File: config.mk
export PLATFORM = sky130hd
export DESIGN_NAME = multi_channel_shadow_pwm_flat
export DESIGN_NICKNAME = d
export VERILOG_FILES = /design/src/rtl/multi_channel_shadow_pwm_if.sv /design/src/rtl/multi_channel_shadow_pwm.sv /design/src/flat_wrapper.sv
export SDC_FILE = /design/constraint.sdc
export NUM_CORES = 1
export LEC_CHECK = 0
export ABC_AREA = 1
export BUFFER_PORTS_ARGS = -buffer_cell sky130_fd_sc_hd__buf_2
export CAP_MARGIN = 15
export CORE_MARGIN = 8
export CORE_UTILIZATION = 60
export CTS_CLUSTER_SIZE = 20
export DETAILED_ROUTE_END_ITERATION = 10
export PLACE_DENSITY_LB_ADDON = 0.08
export SKIP_LAST_GASP = 1
export SLEW_MARGIN = 10
export SYNTH_ARGS = -nofsm -noshare
export SYNTH_HDL_FRONTEND = slang
export SYNTH_SLANG_ARGS = --single-unit
File: constraint.sdc
create_clock -name clk -period 2.23 [get_ports clk]
set_clock_uncertainty 0.15 [all_clocks]
set_input_delay 0.1115 -clock clk [delete_from_list [all_inputs] [get_ports clk]]
set_output_delay 0.1115 -clock clk [all_outputs]
set_load 0.01 [all_outputs]
File: src/rtl/multi_channel_shadow_pwm_if.sv
// multi_channel_shadow_pwm_if: CPU register bus for the shadowed PWM block
interface multi_channel_shadow_pwm_if #(
  parameter int NUM_CH = 4,
  parameter int WIDTH  = 8
);
  localparam int SELW = $clog2(NUM_CH + 2);
  logic             cpu_wr;
  logic [SELW-1:0]  cpu_sel;
  logic [WIDTH-1:0] cpu_wdata;
  logic             cpu_commit;
  logic             commit_pending;
  modport master (output cpu_wr, cpu_sel, cpu_wdata, cpu_commit, input commit_pending);
  modport slave  (input cpu_wr, cpu_sel, cpu_wdata, cpu_commit, output commit_pending);
endinterface

File: src/rtl/multi_channel_shadow_pwm.sv
// multi_channel_shadow_pwm: shared-counter PWM with shadow registers committed atomically at frame boundaries
module multi_channel_shadow_pwm #(
  parameter int NUM_CH = 4,
  parameter int WIDTH  = 8
) (
  input  logic                  clk,
  input  logic                  rst,
  input  logic                  en,
  input  logic [NUM_CH-1:0]     pol_inv,
  multi_channel_shadow_pwm_if.slave bus,
  output logic [NUM_CH-1:0]     pwm_out,
  output logic                  frame_start
);
  localparam int SELW = $clog2(NUM_CH + 2);
  localparam logic [SELW-1:0] SEL_PER  = SELW'(NUM_CH);
  localparam logic [SELW-1:0] SEL_MODE = SELW'(NUM_CH + 1);
  localparam logic [WIDTH-1:0] ONE = WIDTH'(1);

  logic [WIDTH-1:0] duty_sh_q [NUM_CH];
  logic [WIDTH-1:0] duty_sh_d [NUM_CH];
  logic [WIDTH-1:0] duty_ac_q [NUM_CH];
  logic [WIDTH-1:0] duty_ac_d [NUM_CH];
  logic [WIDTH-1:0] per_sh_q, per_sh_d, per_ac_q, per_ac_d;
  logic             mode_sh_q, mode_sh_d, mode_ac_q, mode_ac_d;
  logic [WIDTH-1:0] cnt_q, cnt_d;
  logic             down_q, down_d;
  logic             pending_q, pending_d;
  logic [NUM_CH-1:0] pwm_q, pwm_d, raw;
  logic             fs_q, fs_d;
  logic             bnd, xfer;

  // Frame boundary detection; a disabled block treats every cycle as a boundary
  always_comb begin
    bnd = !en || per_ac_q == '0 ||
          (mode_ac_q ? (cnt_q == ONE && (down_q || per_ac_q == ONE)) : cnt_q == per_ac_q);
    xfer = bnd && pending_q;
  end

  // Shadow register writes from the CPU bus; out-of-range selects fall through untouched
  always_comb begin
    duty_sh_d = duty_sh_q;
    per_sh_d  = bus.cpu_sel == SEL_PER ? bus.cpu_wdata : per_sh_q;
    mode_sh_d = bus.cpu_sel == SEL_MODE ? bus.cpu_wdata[0] : mode_sh_q;
    for (int i = 0; i < NUM_CH; i++)
      if (bus.cpu_sel == SELW'(i)) duty_sh_d[i] = bus.cpu_wdata;
    if (!bus.cpu_wr) begin
      duty_sh_d = duty_sh_q;
      per_sh_d  = per_sh_q;
      mode_sh_d = mode_sh_q;
    end
  end

  // Atomic shadow-to-active transfer; a commit arriving in the boundary cycle re-arms for the next frame
  always_comb begin
    duty_ac_d = xfer ? duty_sh_q : duty_ac_q;
    per_ac_d  = xfer ? per_sh_q : per_ac_q;
    mode_ac_d = xfer ? mode_sh_q : mode_ac_q;
    pending_d = bus.cpu_commit || (pending_q && !bnd);
  end

  // Shared counter: edge mode wraps at period, center mode turns around at period and again at 1
  always_comb begin
    cnt_d  = cnt_q;
    down_d = down_q;
    if (xfer || !en || per_ac_q == '0) begin
      cnt_d  = '0;
      down_d = 1'b0;
    end else if (!mode_ac_q) cnt_d = cnt_q == per_ac_q ? '0 : cnt_q + ONE;
    else if (!down_q && cnt_q != per_ac_q) cnt_d = cnt_q + ONE;
    else begin
      cnt_d  = cnt_q - ONE;
      down_d = cnt_q > ONE;
    end
  end

  // Per-channel compare with live polarity; idle level is the polarity itself
  always_comb begin
    raw = '0;
    for (int i = 0; i < NUM_CH; i++) raw[i] = cnt_q < duty_ac_q[i];
    pwm_d = en ? (raw ^ pol_inv) : pol_inv;
    fs_d  = en && cnt_q == '0;
  end

  // State registers
  always_ff @(posedge clk) begin
    if (rst) begin
      duty_sh_q <= '{default: '0};
      duty_ac_q <= '{default: '0};
      per_sh_q  <= '0;
      per_ac_q  <= '0;
      mode_sh_q <= 1'b0;
      mode_ac_q <= 1'b0;
      cnt_q     <= '0;
      down_q    <= 1'b0;
      pending_q <= 1'b0;
      pwm_q     <= '0;
      fs_q      <= 1'b0;
    end else begin
      duty_sh_q <= duty_sh_d;
      duty_ac_q <= duty_ac_d;
      per_sh_q  <= per_sh_d;
      per_ac_q  <= per_ac_d;
      mode_sh_q <= mode_sh_d;
      mode_ac_q <= mode_ac_d;
      cnt_q     <= cnt_d;
      down_q    <= down_d;
      pending_q <= pending_d;
      pwm_q     <= pwm_d;
      fs_q      <= fs_d;
    end
  end

  assign pwm_out            = pwm_q;
  assign frame_start        = fs_q;
  assign bus.commit_pending = pending_q;
endmodule

File: src/flat_wrapper.sv
// flat-port wrapper written by rule: the top's interface ports become plain ports
module multi_channel_shadow_pwm_flat 
#(
  parameter int NUM_CH = 4,
  parameter int WIDTH  = 8
)
  (clk, rst, en, pol_inv, pwm_out, frame_start, bus_cpu_wr, bus_cpu_sel, bus_cpu_wdata, bus_cpu_commit, bus_commit_pending);
  multi_channel_shadow_pwm_if #(.NUM_CH(NUM_CH), .WIDTH(WIDTH)) bus_i ();
  input  logic clk;
  input  logic rst;
  input  logic en;
  input  logic [NUM_CH-1:0] pol_inv;
  output logic [NUM_CH-1:0] pwm_out;
  output logic frame_start;
  input wire logic [$bits(bus_i.cpu_wr)-1:0] bus_cpu_wr;
  input wire logic [$bits(bus_i.cpu_sel)-1:0] bus_cpu_sel;
  input wire logic [$bits(bus_i.cpu_wdata)-1:0] bus_cpu_wdata;
  input wire logic [$bits(bus_i.cpu_commit)-1:0] bus_cpu_commit;
  output wire logic [$bits(bus_i.commit_pending)-1:0] bus_commit_pending;
  assign bus_i.cpu_wr = bus_cpu_wr;
  assign bus_i.cpu_sel = bus_cpu_sel;
  assign bus_i.cpu_wdata = bus_cpu_wdata;
  assign bus_i.cpu_commit = bus_cpu_commit;
  assign bus_commit_pending = bus_i.commit_pending;
  multi_channel_shadow_pwm #(.NUM_CH(NUM_CH), .WIDTH(WIDTH)) u_core (.clk(clk), .rst(rst), .en(en), .pol_inv(pol_inv), .bus(bus_i), .pwm_out(pwm_out), .frame_start(frame_start));
endmodule
Yosys cells after proc, flatten, opt, wreduce, memory -nomap -nowiden. Cells that the tools add are included.

Bits of input ports: 20. ROM bits: 0. Bits in latches: 0. Logic and storage cells: 65. Memories: 0. Output and inout bits: 6. Register bits: 97. Memory bits (writable): 0.

Bitwise operators: 2. Add/sub/neg operators: 2. $mul: 0. Magnitude comparators: 5. Shift operators: 0. Div/mod/pow operators: 0. Multiplexer cells: 5. Reduce and logical (&&, ||, !) cells: 25. Equality and inequality tests: 9.

Operator list (number): < comparator 8 bit (4); two-way mux 8 bit (3); == test 8 x 1 -> 1 bit, second input constant (2); logical NOT 8 bit (2); AND reduction 2 bit (7); adder 8 x 1 -> 8 bit, second input constant (1); == test 8 bit (1); > comparator 8 x 1 -> 1 bit, second input constant (1); != test 8 bit (1); subtractor 8 x 1 -> 8 bit, second input constant (1); == test 3 x 2 -> 1 bit, second input constant (2); == test 3 bit, second input constant (2); logical OR 1 bit (6); logical AND 1 bit (5); two-way mux 4 bit (1); bitwise XOR 4 bit (1); == test 3 x 1 -> 1 bit, second input constant (1); logical NOT 1 bit (3); logical NOT 3 bit (1); OR reduction 2 bit (1); two-way mux 1 bit (1); NOT 1 bit (1).

Longest topological paths before layout. Gate-level depths: netlist of the first run.

Word-level depth: 9. Depth in mapped cells: 13. Mapped depth without buffers: 11.

Least setup slack after synthesis of the first run. OpenSTA, ideal clock, no wires.

Kind: register -> register. Start: register u_core.cnt_q[2]. End: register u_core.duty_ac_q[15] in the netlist's numbering. Data arrival time: 1.497 ns. Required time: 1.965 ns. Clock period less this slack: 1.762 ns. Cell stages (with the launch flop): 12. Setup slack: 0.468 ns. Cells stage by stage: dfxtp_1 -> buf_2 -> xnor2_1 -> nand2_1 -> nor2_1 -> nand3_2 -> nand3_2 -> buf_8 -> buf_6 -> nand3_1 -> nand2_1 -> nor2_1.

Cells in the longest elaborated chain, start to end: 5. Elaborated cells on any way between the ends: 6.

Ends and longest elaborated chain: start, declared (RTL line multi_channel_shadow_pwm.sv:25) `logic [WIDTH-1:0] cnt_q, cnt_d;`; start signal, assigned (RTL line multi_channel_shadow_pwm.sv:105) `cnt_q <= cnt_d;`; == test 8 x 1 -> 1 bit (RTL line multi_channel_shadow_pwm.sv:35) `(mode_ac_q ? (cnt_q == ONE && (down_q || per_ac_q == ONE)) : cnt_q == per_ac_q);`; logical AND 1 bit (RTL line multi_channel_shadow_pwm.sv:35); two-way mux 1 bit * (RTL line multi_channel_shadow_pwm.sv:35); logical OR 1 bit * (RTL line multi_channel_shadow_pwm.sv:34) `bnd = !en || per_ac_q == '0 ||`; logical AND 1 bit * (RTL line multi_channel_shadow_pwm.sv:36) `xfer = bnd && pending_q;`; end signal, assigned (RTL line multi_channel_shadow_pwm.sv:100) `duty_ac_q <= duty_ac_d;`; end, declared (RTL line multi_channel_shadow_pwm.sv:21) `logic [WIDTH-1:0] duty_ac_q [NUM_CH];`.

Mark *: on every way between the ends. The rest lies on a longest branch, timed or not. A chain may end at the register's enable or synchronous reset.

Worst setup path after layout of the first run.
Start: register u_core.cnt_q[0]. End: register u_core.pending_q, in the netlist u_core.bus.commit_pending.

Cells in the longest elaborated chain, start to end: 7. Elaborated cells on any way between the ends: 8.

Ends and longest elaborated chain: == test 8 x 1 -> 1 bit (RTL line multi_channel_shadow_pwm.sv:35); logical AND 1 bit (RTL line multi_channel_shadow_pwm.sv:35); two-way mux 1 bit * (RTL line multi_channel_shadow_pwm.sv:35); logical OR 1 bit * (RTL line multi_channel_shadow_pwm.sv:34); logical NOT 1 bit * (RTL line multi_channel_shadow_pwm.sv:58) `pending_d = bus.cpu_commit || (pending_q && !bnd);`; logical AND 1 bit * (RTL line multi_channel_shadow_pwm.sv:58); logical OR 1 bit * (RTL line multi_channel_shadow_pwm.sv:58); end signal, assigned (RTL line multi_channel_shadow_pwm.sv:107) `pending_q <= pending_d;`; end, declared (RTL line multi_channel_shadow_pwm.sv:27) `logic pending_q, pending_d;`.

Marks and branches as above.

==> results, run 1 <==
- The proportion of power drawn by combinational gates is 26.7%.
- The count of buffers from port buffering is 25.
- The tree is rooted in a clkbuf_8.
- The switching share of total power is 34.4%.
- The via count of the first global-routing pass was 4130.
- For this design the ratio of total power to cell area is 747 nW/um^2.
- Synthesis produced a netlist with a net count of 767.
- The class of the worst hold path is in2reg.
- At the worst endpoint, the arrival time is 2100 ps.
- The number of standard cells after synthesis is 715.
- The remaining antenna violation count after routing is 0.
- The total vias in the final route is 4477.
- The post-synthesis register bit count is 97.
- In this run the core area contains 33 standard-cell rows.
- The register clock-pin slew on the reported worst setup and hold paths is 100 ps.
- The run finished with clean final reports.
- The internal power of the cells totals 2.74 mW.
- The initial antenna violation count came to 0.
- For the pin with the worst max-slew slack, the measured transition is 451 ps.
- The post-placement worst setup slack is 253 ps.
- The async set-or-reset flop fraction in the synthesized netlist is 0%.
- The detailed router put a total of 5860 um of wire on met1.
- The detailed-route wire length per cell is 13.7 um.
- The highest achievable clock rate is 503 MHz.
- In this run the standard cell core region covers 8180 sq um.
- In this run the cell area of the synthesized design comes to 5060 sq um.
- The highest net fanout along the worst path is 7.
- The final net count is 798.
- In this run, flip-flops and latches consume 46.9% of the power.
- The source-to-sink clock delay at the later pin of the worst-skew pair is 360 ps.
- The share of the yosys chip area belonging to registers is 38.4%.
- The first global-routing pass estimated 19800 um of wire.
- The final global-route overflow total is 0.
- The net load switching power is 1.44 mW.
- In the synthesized netlist the dominant register cell turns out to be dfxtp_1.
- The setup slack after layout is 241 ps.
- The number of clock sinks is 97.
- The pin count of the biggest net entering global routing is 84.
- Max-cap violations in this run came to 0.
- The floorplan step set the die height to 108 um.
- In the detailed route, the total length drawn on met3 is 527 um.
- The count of flip-flops with a built-in enable after synthesis is 0.
- The highest metal layer carrying signal wires in the routed design is met4.
- 0 antenna diodes ended up in the layout.
- The max-slew violation count came to 0.
- The DRC violation total after the first TritonRoute iteration is 265.
- The deepest level of the CTS H-tree is 3.
- The number of hold violations in the final report is 0.
- The routed design uses 5170 um of met2 wire.
- The die covers 11600 sq um.
- STA classifies the critical path endpoint as a register.
- Counting distinct cell types in the post-synthesis netlist gives 29.
- For this block, the routed nets add up to 11700 um of wire.
- The final cycle utilization of the critical path is 89.2%.
- For the worst setup path, the data required time is 2340 ps.
- During synthesis, Yosys emitted a total of 0 warnings.
- The wire-length estimate of the detail-placed layout is 8450 um.
- The post-route netlist has 10.7% of its cells at a drive strength greater than 1.
- The layout has 744 filler cells.
- The analysis attributes to cell leakage a power of 2.49 nW.
- Setup violations remaining at the end of the flow were counted as 0.
- The critical path launch point type is a register.
- In the routed design, unresolved DRC markers number 0.
- Setup repair after global routing left no endpoint under its margin.
- A synthesized cell averages 7.07 sq um.
- The number of vias per cell is 5.23.
- The CTS tree is built.
- The maximum vdd ir drop is 0.438 mV.
- The clock network accounts for 26.5% of the total power.
- The clock passes through at most 2 buffers.
- For this design the top-level I/O count stands at 26.
- The number of clock buffers added by TritonCTS is 9.
- Subtracting the final worst setup slack from the clock period gives 1990 ps.
- In this run the tightest slew margin relative to its limit is 69.9%.
- At the end of routability-driven placement, the weighted congestion stood at 0.892.
- The first-pass iteration count of the detailed router is 5.
- The die span in x is 108 um.
- The setup TNS after final layout is 0 ps.
- The initial utilization of the core area, before any placement, comes to 61.8%.
- From synthesis to final layout, the design area changed by 10.7%.
- The total global-route track usage is 21.1%.
- The critical path in this run is classified as reg2reg.
==> metal layers <==
metal,vias to the layer above,global-route usage [%]
met5,-,0
met4,0,6.34
met3,13,2.75
met2,100,32.2
met1,2016,30.0
li1,2348,-
==> worst max-delay path, cell delays in order (launching register included) <==
cell	delay [ps]
dfxtp_1	460
nand2_1	90
nand2_1	80
nand2_1	80
nor2_1	130
nand3_2	160
nand4_1	130
a21oi_1	70
dlygate4sd3_1	550
==> through the flow <==
stage               cells  power, mW  instance area [sq um]  utilization [%]  hold WS, ps
floorplan             715       2.87                   5060                -         30.6
global placement      823       3.04                   5240             64.1          197
detailed placement    823       3.08                   5240             64.1          206
CTS                   856       4.20                   5600             68.5          198
global route          856       4.46                   5600             68.5          263
finish                856       4.18                   5600             68.5          234
==> cell type report <==
| class | instances | area [sq um] | share of cell area [%] |
|---|---|---|---|
| Multi-Input combinational cell | 469 | 2470 | 44.1 |
| Sequential cell | 97 | 1940 | 34.7 |
| Timing Repair Buffer | 57 | 445 | 7.96 |
| Inverter | 112 | 420 | 7.51 |
| Clock buffer | 10 | 138 | 2.46 |
| Tap cell | 105 | 131 | 2.35 |
| Clock inverter | 6 | 50.0 | 0.894 |
==> what timing repair did <==
item | CTS | global route
hold buffers | 17 | 0
buffers inserted | 0 | 0
gates resized for setup | 0 | 0
endpoints found under the hold margin | 44 | 0
endpoints found under the setup margin | 0 | 0
==> power by group through the flow <==
| stage | combinational (mW) | clock, mW | sequential, mW |
|---|---|---|---|
| 2_1_floorplan | 0.897 | 0 | 1.98 |
| 3_3_place_gp | 1.05 | 0 | 2.00 |
| 5_1_grt | 1.27 | 1.21 | 1.98 |
| 6_report | 1.12 | 1.11 | 1.96 |
| 3_5_place_dp | 1.09 | 0 | 2.00 |
| 4_1_cts | 1.12 | 1.13 | 1.96 |
==> final timing paths <==
path,from,to,slack [ps],cells after the start
setup / recovery,u_core.cnt_q[0],u_core.bus.commit_pending,240,8
hold / removal,bus_cpu_sel[0],u_core.duty_sh_q[13],230,4
setup reg to reg,u_core.cnt_q[0],u_core.bus.commit_pending,240,8
hold reg to reg,u_core.duty_sh_q[0],u_core.duty_sh_q[0],310,2
==> synth_stat cells (2+ instances only) <==
cell type,number,share of area [%]
a21oi_1,88,8.7
inv_1,105,7.8
nor3_1,4,0.40
buf_2,10,0.99
nor2_1,78,5.8
nor2_2,2,0.25
a21oi_2,10,1.7
buf_6,6,1.3
xnor2_1,5,0.87
o21ai_0,47,4.7
buf_1,3,0.22
nand4_1,5,0.62
nand2_1,116,8.6
dfxtp_1,97,38
nand3_2,2,0.40
clkbuf_1,16,1.2
inv_2,7,0.52
ha_1,32,7.9
xor2_1,7,1.2
nand3_1,63,6.2
a221oi_1,4,0.69
==> sequential cells by signal, indices dropped and copies added (netlist names) <==
register	count
u_core.mode_sh_q	1
u_core.per_sh_q	8
u_core.duty_sh_q	32
u_core.cnt_q	8
u_core.duty_ac_q	32
u_core.per_ac_q	8
u_core.frame_start	1
u_core.bus.commit_pending	1
u_core.mode_ac_q	1
u_core.down_q	1
u_core.pwm_out	4
==> cell families after synthesis <==
| family | Yosys count | synth area share [%] |
|---|---|---|
| AND/OR/NAND/NOR | 273 | 22.7 |
| AO/OA/AOI/OAI | 152 | 16.2 |
| buffers and inverters | 149 | 12.7 |
| flip-flops | 97 | 38.4 |
| adder cells (fa/ha/maj) | 32 | 7.92 |
| XOR/XNOR | 12 | 2.08 |
==> layout by cell type, fill, tap and decap left out, types with 2 or more instances in the layout <==
cell type / n
nand3_1: 63
inv_2: 8
nand2_1: 116
a21oi_2: 10
nor3_1: 4
clkbuf_8: 10
inv_1: 104
xor2_1: 7
nand4_1: 5
a21oi_1: 88
buf_2: 25
xnor2_1: 5
dlygate4sd3_1: 17
o21ai_0: 47
inv_6: 2
dfxtp_1: 96
nand3_2: 2
buf_12: 3
nor2_2: 2
ha_1: 32
buf_4: 12
a221oi_1: 4
nor2_1: 78
No activity file was read; power rests on OpenSTA's default activity.
==> run 2: changes to the inputs <==
--- a/config.mk
+++ b/config.mk
@@ -5,7 +5,6 @@
 export SDC_FILE = /design/constraint.sdc
 export NUM_CORES = 1
 export LEC_CHECK = 0
-export ABC_AREA = 1
 export BUFFER_PORTS_ARGS = -buffer_cell sky130_fd_sc_hd__buf_2
 export CAP_MARGIN = 15
 export CORE_MARGIN = 8
==> run 2 against run 1 <==
  * Critical path depth fell by 2
  * Non-clock buffer count up 1
  * Utilization increased by 0.69 points
  * Setup slack got worse by 94 ps
  * Highest routed layer unchanged
==> results, run 2 <==
- The source-to-sink clock delay at the later pin of the worst-skew pair is 360 ps (about the same).
- The average size of a mapped cell is 9.01 sq um (was 7.07 sq um).
- The die footprint is 10900 sq um (was 11600 sq um).
- The endpoint of the lowest-slack register-to-register path is u_core.pwm_out[1] (was u_core.bus.commit_pending).
- The minimum setup slack among reg-to-reg paths came to 150 ps (was 240 ps).
- The detailed-placement wirelength estimate is 7220 um (was 8450 um).
- The detailed-routed wire length on met2 came to 4900 um (was 5170 um).
- The total power per unit cell area is 581 nW/um^2 (was 747 nW/um^2).
- The number of vias per cell is 5.34 (was 5.23).
- The share of the yosys chip area belonging to registers is 41.4% (was 38.4%).
- The total vias in the final route is 3583 (was 4477).
- The dominant synthesized flop cell is dfxtp_1 (unchanged).
- The static leakage was 2.29 nW (was 2.49 nW).
- The post-route met1 wirelength is 4880 um (was 5860 um).
- The routed length on met3 is 412 um (was 527 um).
- The most instantiated library cell after synthesis was dfxtp_1 (was nand2_1).
- The number of standard cells after synthesis is 520 (was 715).
- Result of the run: finished clean (unchanged).
- The leading cell type in the layout, fill and taps excluded is dfxtp_1 (was nand2_1).
- The number of clock sinks was 97 (unchanged).
- The remaining antenna violation count after routing is 0 (unchanged).
- The final global-route overflow total came to 0 (unchanged).
- The detailed-route DRC error count is 0 (unchanged).
- The CTS tree is built (unchanged).
- The final net count is 616 (was 798).
- The initial antenna violation count is 0 (unchanged).
- The class of the worst hold path is in2reg (unchanged).
- The worst hold endpoint is u_core.mode_sh_q (was u_core.duty_sh_q[13]).
- The setup TNS after final layout was 0 ps (unchanged).
- The area fraction of the dominant cell type after synthesis is 41.4% (was 38.4%).
- The DRC violation total after the first TritonRoute iteration came to 145 (was 265).
- The post-route worst hold slack was 62.6 ps (was 234 ps).
- The number of standard cells in the layout, taps in and fillers out is 671 (was 856).
- The register clock-pin slew on the reported worst setup and hold paths came to 100 ps (about the same).
- The highest achievable clock rate came to 480 MHz (was 503 MHz).
- The highest net fanout along the worst path is 9 (was 7).
- The async set-or-reset flop fraction in the synthesized netlist is 0% (unchanged).
- The number of distinct library cells after synthesis is 45 (was 29).
- The count of standard-cell rows is 32 (was 33).
- The critical path data required time was 2310 ps (was 2340 ps).
- The buffers inserted during post-CTS setup optimization is 0 (unchanged).
- The die span in y was 104 um (was 108 um).
- Commonest cells after routing, fill and taps aside: dfxtp_1 (94), nor2_1 (72), mux2i_1 (63), nand2_1 (62), a21oi_1 (38) (was nand2_1 (116), inv_1 (104), dfxtp_1 (96), a21oi_1 (88), nor2_1 (78)).
- The top layer reached by signal wires is met4 (unchanged).
- The CTS buffer count is 9 (unchanged).
- The launch point of the worst hold path is bus_cpu_sel[1] (was bus_cpu_sel[0]).
- The global-route wire length before repair is 16900 um (was 19800 um).
- The first-pass iteration count of the detailed router is 4 (was 5).
- The via count of the first global-routing pass is 3451 (was 4130).
- The die span in x was 104 um (was 108 um).
- The synthesis-to-finish area growth is 12.9% (was 10.7%).
- The post-synthesis register bit count came to 97 (unchanged).
- The starting utilization of the core area is 61.3% (was 61.8%).
- The final critical delay including setup and external delays is 2080 ps (was 1990 ps).
- The number of max-cap violations is 0 (unchanged).
- The number of cells on the worst reg-to-reg path came to 6 (was 8).
- The synthesized net count is 572 (was 767).
- The total global-route track usage was 19.2% (was 21.1%).
- The routability congestion estimate is 0.826 (was 0.892).
- The normalized max-slew margin was 41.6% (was 69.9%).
- Synth cell count leaders: dfxtp_1 (97), nor2_1 (72), mux2i_1 (63) (was nand2_1 (116), inv_1 (105), dfxtp_1 (97)).
- The cell count after placement is 640 (was 823).
- The deepest level of the CTS H-tree is 3 (unchanged).
- The number of hold violations in the final report came to 0 (unchanged).
- The final routed wirelength across all metal layers is 10300 um (was 11700 um).
- The detailed-route wire length per cell was 15.4 um (was 13.7 um).
- The instance area at placement is 4930 sq um (was 5240 sq um).
- The fraction of final layout cells sized beyond drive strength 1 is 12.8% (was 10.7%).
- The count of cells along the worst hold path is 4 (unchanged).
- The count of buffers from port buffering was 25 (unchanged).
- The yosys synthesis warning count came to 0 (unchanged).
- The kind of critical path was reg2reg (unchanged).
- The critical path arrival is 2170 ps (was 2100 ps).
- The final cycle utilization of the critical path came to 93.4% (was 89.2%).
- The biggest area consumer among synthesized cells is dfxtp_1 (unchanged).
- The final instance area is 5290 sq um (was 5600 sq um).
- Cells taking the most area after synthesis: dfxtp_1 (41%), mux2i_1 (13%), ha_1 (8.5%), nor2_1 (5.8%), nand2_1 (5.0%) (was dfxtp_1 (38%), a21oi_1 (8.7%), nand2_1 (8.6%), ha_1 (7.9%), inv_1 (7.8%)).
- The diode insertion count for antenna repair is 0 (unchanged).
- The kind of end point of the critical path was a register (unchanged).
- The summed instance area of the synthesized netlist is 4690 sq um (was 5060 sq um).
- The I/O pin total is 26 (unchanged).
- The critical register-to-register path startpoint is u_core.cnt_q[7] (was u_core.cnt_q[0]).
- The maximum vdd ir drop is 0.420 mV (was 0.438 mV).
- The final setup violation count is 0 (unchanged).
- The count of flip-flops with a built-in enable after synthesis is 0 (unchanged).
- The critical path launch point type is a register (unchanged).
- The max-slew violation count was 0 (unchanged).
- The maximum buffer depth of the clock tree is 2 (unchanged).
- Registers with the most flip-flops: u_core.duty_ac_q (32), u_core.duty_sh_q (32) (unchanged).
- The placeable core region is 7650 sq um (was 8180 sq um).
- The pin count of the biggest net entering global routing was 88 (was 84).
- The root buffer selected by CTS is clkbuf_8 (unchanged).
- The actual transition at the worst max-transition pin is 876 ps (was 451 ps).
==> run 2: cell count changes in the layout (fill, tap and decap cells not counted), sizes merged, moves of 6 or more <==
cell    previous run  this run
a21o               0         6
a21oi             98        38
inv              115        31
mux2i              0        63
nand2            117        62
nand2b             0        12
nand3             65         4
nor2              80        72
nor3               4        13
o21ai             48         7
xnor2              5        15
xor2               7         1
==> run 2: cells by family (layout without fill, tap and decap cells) <==
group                      after synthesis  count (layout)  share of synthesized area, %
AOI/OAI and AO/OA                       64              64                          8.17
xor gates and xnor gates                16              16                          2.99
adders and majority gates               32              32                          8.54
buffers and inverters                   56             105                          6.01
DFF                                     97              97                          41.4
muxes                                   63              63                          13.5
and+or+nand+nor                        192             192                          19.4
==> run 2: per-stage QoR <==
step / util [%] / total power [mW] / setup WS [ps]
floorplan: - / 1.95 / 166
global placement: 64.5 / 2.02 / -12.5
detailed placement: 64.5 / 2.02 / -21.2
CTS: 68.9 / 3.10 / 22.7
global route: 69.2 / 3.20 / -8.02
finish: 69.2 / 3.08 / 147
==> run 2: report_power, final <==
part	internal, mW	switching, mW	total (mW)
logic	0.102	0.131	0.233
registers	1.76	0.0142	1.77
clock network	0.438	0.632	1.07
total	2.30	0.777	3.08
==> run 2: cell type report <==
type                       instances  area, sq um
clock inverter                     6         43.8
timing repair buffer              58          435
sequential                        97         1950
inverter                          31          116
tap                              102          128
fill                             657         2360
clock buffer                      10          138
multi-input combinational        367         2480
==> run 2: worst max-delay path, cell delays in order (launching register included) <==
cell	delay [ps]
dfxtp_2	530
ha_1	300
and3_1	210
a221o_1	350
a31oi_1	220
xnor2_1	150
nor2_1	50
==> run 2: repair_timing <==
action | CTS | global route
endpoints found under the setup margin | 1 | 48
gates cloned | 0 | 0
hold endpoints to repair | 47 | 0
gates resized for setup | 1 | 5
hold buffers | 15 | 0
pin swaps | 0 | 1
==> run 2: worst max-delay path by stage <==
stage / from / to / slack, ps / depth (start not counted)
finish: u_core.cnt_q[7] / u_core.pwm_out[1] / 150 / 6
global route: u_core.cnt_q[2] / u_core.duty_ac_q[16] / -8 / 7
CTS: u_core.cnt_q[6] / u_core.pwm_out[1] / 20 / 6
detailed placement: u_core.cnt_q[7] / u_core.pwm_out[1] / -20 / 6
global placement: u_core.cnt_q[7] / u_core.pwm_out[1] / -10 / 6
floorplan: u_core.cnt_q[1] / u_core.per_ac_q[2] / 170 / 7
==> run 2: metal layers <==
layer	global-route usage (%)	vias up
met5	0	-
met4	7.34	0
met3	3.66	13
met2	31.3	59
met1	24.3	1680
li1	-	1831
==> run 3: changes to the inputs <==
==> constraint.sdc (replaced) <==
create_clock -name clk -period 2.23 [get_ports clk]
set_clock_uncertainty 0.15 [all_clocks]
set_input_delay 0.669 -clock clk [delete_from_list [all_inputs] [get_ports clk]]
set_output_delay 0.669 -clock clk [all_outputs]
set_load 0.01 [all_outputs]
==> run 3 against run 2 <==
  * First-iteration DRC count rose by 16%
  * Die area stayed put
  * Hold slack improved by 250 ps
  * Largest cell class unchanged
  * Largest power group unchanged
==> results, run 3 (synthesis gave the netlist of run 2 again) <==
- The largest stage delay on the critical path is 440 ps (was 530 ps).
- The CTS tree is built (unchanged).
- The critical path launch point type is a register (unchanged).
- The normalized max-slew margin is 42.2% (was 41.6%).
- The diode insertion count for antenna repair is 0 (unchanged).
- The area of combinational cells with multiple inputs is 2490 sq um (was 2480 sq um).
- The final global-route overflow total is 0 (unchanged).
- The CTS buffer count is 9 (unchanged).
- Commonest cells after routing, fill and taps aside: dfxtp_1 (92), nor2_1 (72), mux2i_1 (63), nand2_1 (62), a21oi_1 (38) (was dfxtp_1 (94), nor2_1 (72), mux2i_1 (63), nand2_1 (62), a21oi_1 (38)).
- The final setup violation count is 0 (unchanged).
- The number of clock sinks is 97 (unchanged).
- The cell count after placement is 642 (was 640).
- The number of standard cells in the layout, taps in and fillers out came to 658 (was 671).
- The final net count is 603 (was 616).
- The count of standard-cell rows is 32 (unchanged).
- The number of hold violations in the final report is 0 (unchanged).
- The max-slew violation count came to 0 (unchanged).
- The detailed-route wire length per cell came to 16.2 um (was 15.4 um).
- The static leakage is 2.24 nW (was 2.29 nW).
- Series of cell instances along the critical path: nor4_4 -> nand3_2 -> nor3b_4 -> o31ai_4 -> buf_12 -> mux2i_1 -> nor2_1 (was ha_1 -> and3_1 -> a221o_1 -> a31oi_1 -> xnor2_1 -> nor2_1).
- The slowest stage cell on the critical path is dfxtp_1 (was dfxtp_2).
- The number of vias per cell is 5.48 (was 5.34).
- The initial antenna violation count is 0 (unchanged).
- The class of the worst hold path is reg2reg (was in2reg).
- The source-to-sink clock delay at the later pin of the worst-skew pair is 360 ps (about the same).
- The synthesis-to-finish area growth was 10.4% (was 12.9%).
- The final routed wirelength across all metal layers is 10600 um (was 10300 um).
- The deepest level of the CTS H-tree is 3 (unchanged).
- Registers with the most flip-flops: u_core.duty_ac_q (32), u_core.duty_sh_q (32) (unchanged).
- The I/O pin total is 26 (unchanged).
- The detailed-placement wirelength estimate came to 7410 um (was 7220 um).
- The actual transition at the worst max-transition pin is 868 ps (was 876 ps).
- The number of max-cap violations is 0 (unchanged).
- The filler cell count is 651 (was 657).
- The critical path arrival is 2220 ps (was 2170 ps).
- The final critical delay including setup and external delays is 2140 ps (was 2080 ps).
- The final cycle utilization of the critical path was 96.0% (was 93.4%).
- The die span in y is 104 um (unchanged).
- The final core utilization came to 67.7% (was 69.2%).
- The die span in x is 104 um (unchanged).
- The instance area at placement came to 4950 sq um (was 4930 sq um).
- The register clock-pin slew on the reported worst setup and hold paths is 100 ps (about the same).
- The die footprint is 10900 sq um (unchanged).
- The setup slack after layout is 88.4 ps (was 147 ps).
- Result of the run: finished clean (unchanged).
- The detailed-route DRC error count is 0 (unchanged).
- The maximum buffer depth of the clock tree is 2 (unchanged).
- The maximum vdd ir drop came to 0.563 mV (was 0.420 mV).
- The highest net fanout along the worst path is 22 (was 9).
- The DRC violation total after the first TritonRoute iteration is 168 (was 145).
- The total power per unit cell area was 601 nW/um^2 (was 581 nW/um^2).
- The gate family responsible for the most delay along the worst path was simple AND/OR/NAND/NOR gates (was compound AO/OA/AOI/OAI gates).
- The pin count of the biggest net entering global routing is 88 (unchanged).
- The kind of end point of the critical path is a register (unchanged).
- The highest achievable clock rate is 467 MHz (was 480 MHz).
- The leading cell type in the layout, fill and taps excluded is dfxtp_1 (unchanged).
- The starting utilization of the core area is 61.3% (unchanged).
- The setup TNS after final layout was 0 ps (unchanged).
- The area taken by flip-flops and latches came to 1950 sq um (about the same).
- The post-route worst hold slack is 311 ps (was 62.6 ps).
- The routability congestion estimate came to 0.812 (was 0.826).
- The count of buffers from port buffering is 25 (unchanged).
- The final instance area is 5170 sq um (was 5290 sq um).
- The total vias in the final route was 3607 (was 3583).
- The final total power is 3.11 mW (was 3.08 mW).
- The total global-route track usage is 19.8% (was 19.2%).
- The count of buffering cells on the critical path with inverters included is 1 (was 0).
- The critical path data required time is 2310 ps (about the same).
- The kind of critical path is reg2reg (unchanged).
- The post-placement worst setup slack is -31.9 ps (was -21.2 ps).
- The placeable core region was 7650 sq um (unchanged).
- The root buffer selected by CTS is clkbuf_8 (unchanged).
- The via count of the first global-routing pass is 3534 (was 3451).
- The global-route wire length before repair was 17400 um (was 16900 um).
- The fraction of final layout cells sized beyond drive strength 1 is 14.0% (was 12.8%).
- The remaining antenna violation count after routing was 0 (unchanged).
- The first-pass iteration count of the detailed router is 4 (unchanged).
run 3: cell types whose count changed in the layout (fill, tap and decap cells not counted):
cell	before	now
inv_6	0	1
dlygate4sd3_1	15	0
o31ai_1	1	0
clkinv_4	3	2
buf_4	16	18
clkinv_2	2	0
dfxtp_2	3	5
inv_8	0	2
dfxtp_1	94	92
o31ai_2	0	1
run 3: routing by layer:
layer,share of wire [%],vias to the layer above,GRT usage (%)
met5,0,-,0
met4,1.3,0,7.24
met3,3.5,13,4.21
met2,49,59,33.3
met1,46,1729,24.1
li1,-,1806,-
run 3: worst paths after layout:
| check | from | endpoint | slack, ps | cells after the start |
|---|---|---|---|---|
| max | u_core.cnt_q[4] | u_core.per_ac_q[4] | 90 | 7 |
| min | u_core.duty_sh_q[3] | u_core.duty_sh_q[3] | 310 | 2 |
| max reg2reg | u_core.cnt_q[4] | u_core.per_ac_q[4] | 90 | 7 |
| min reg2reg | u_core.duty_sh_q[3] | u_core.duty_sh_q[3] | 310 | 2 |
run 3: report_power, final:
| group | internal, mW | switching, mW | leakage, nW |
|---|---|---|---|
| registers | 1.76 | 0.0139 | 0.787 |
| logic | 0.0861 | 0.131 | 1.36 |
| clock network | 0.460 | 0.662 | 0.0969 |
run 3: what timing repair did:
action / in CTS / in global routing
gates resized for setup: 2 / 7
hold buffers: 0 / 0
endpoints found under the setup margin: 5 / 51
setup buffers: 0 / 0
pin swaps: 0 / 1
run 3: cell type report:
class / instances / area share (%)
clock inverter: 6 / 1.09
timing repair buffer: 45 / 5.80
tap: 102 / 2.47
sequential: 97 / 37.7
clock buffer: 10 / 2.66
multi-input combinational: 367 / 48.1
inverter: 31 / 2.25
run 3: worst reg2reg max path, stage by stage (launching register included):
cell     delay [ps]
dfxtp_1         440
nor4_4          370
nand3_2         190
nor3b_4         300
o31ai_4         110
buf_12          200
mux2i_1         190
nor2_1           60
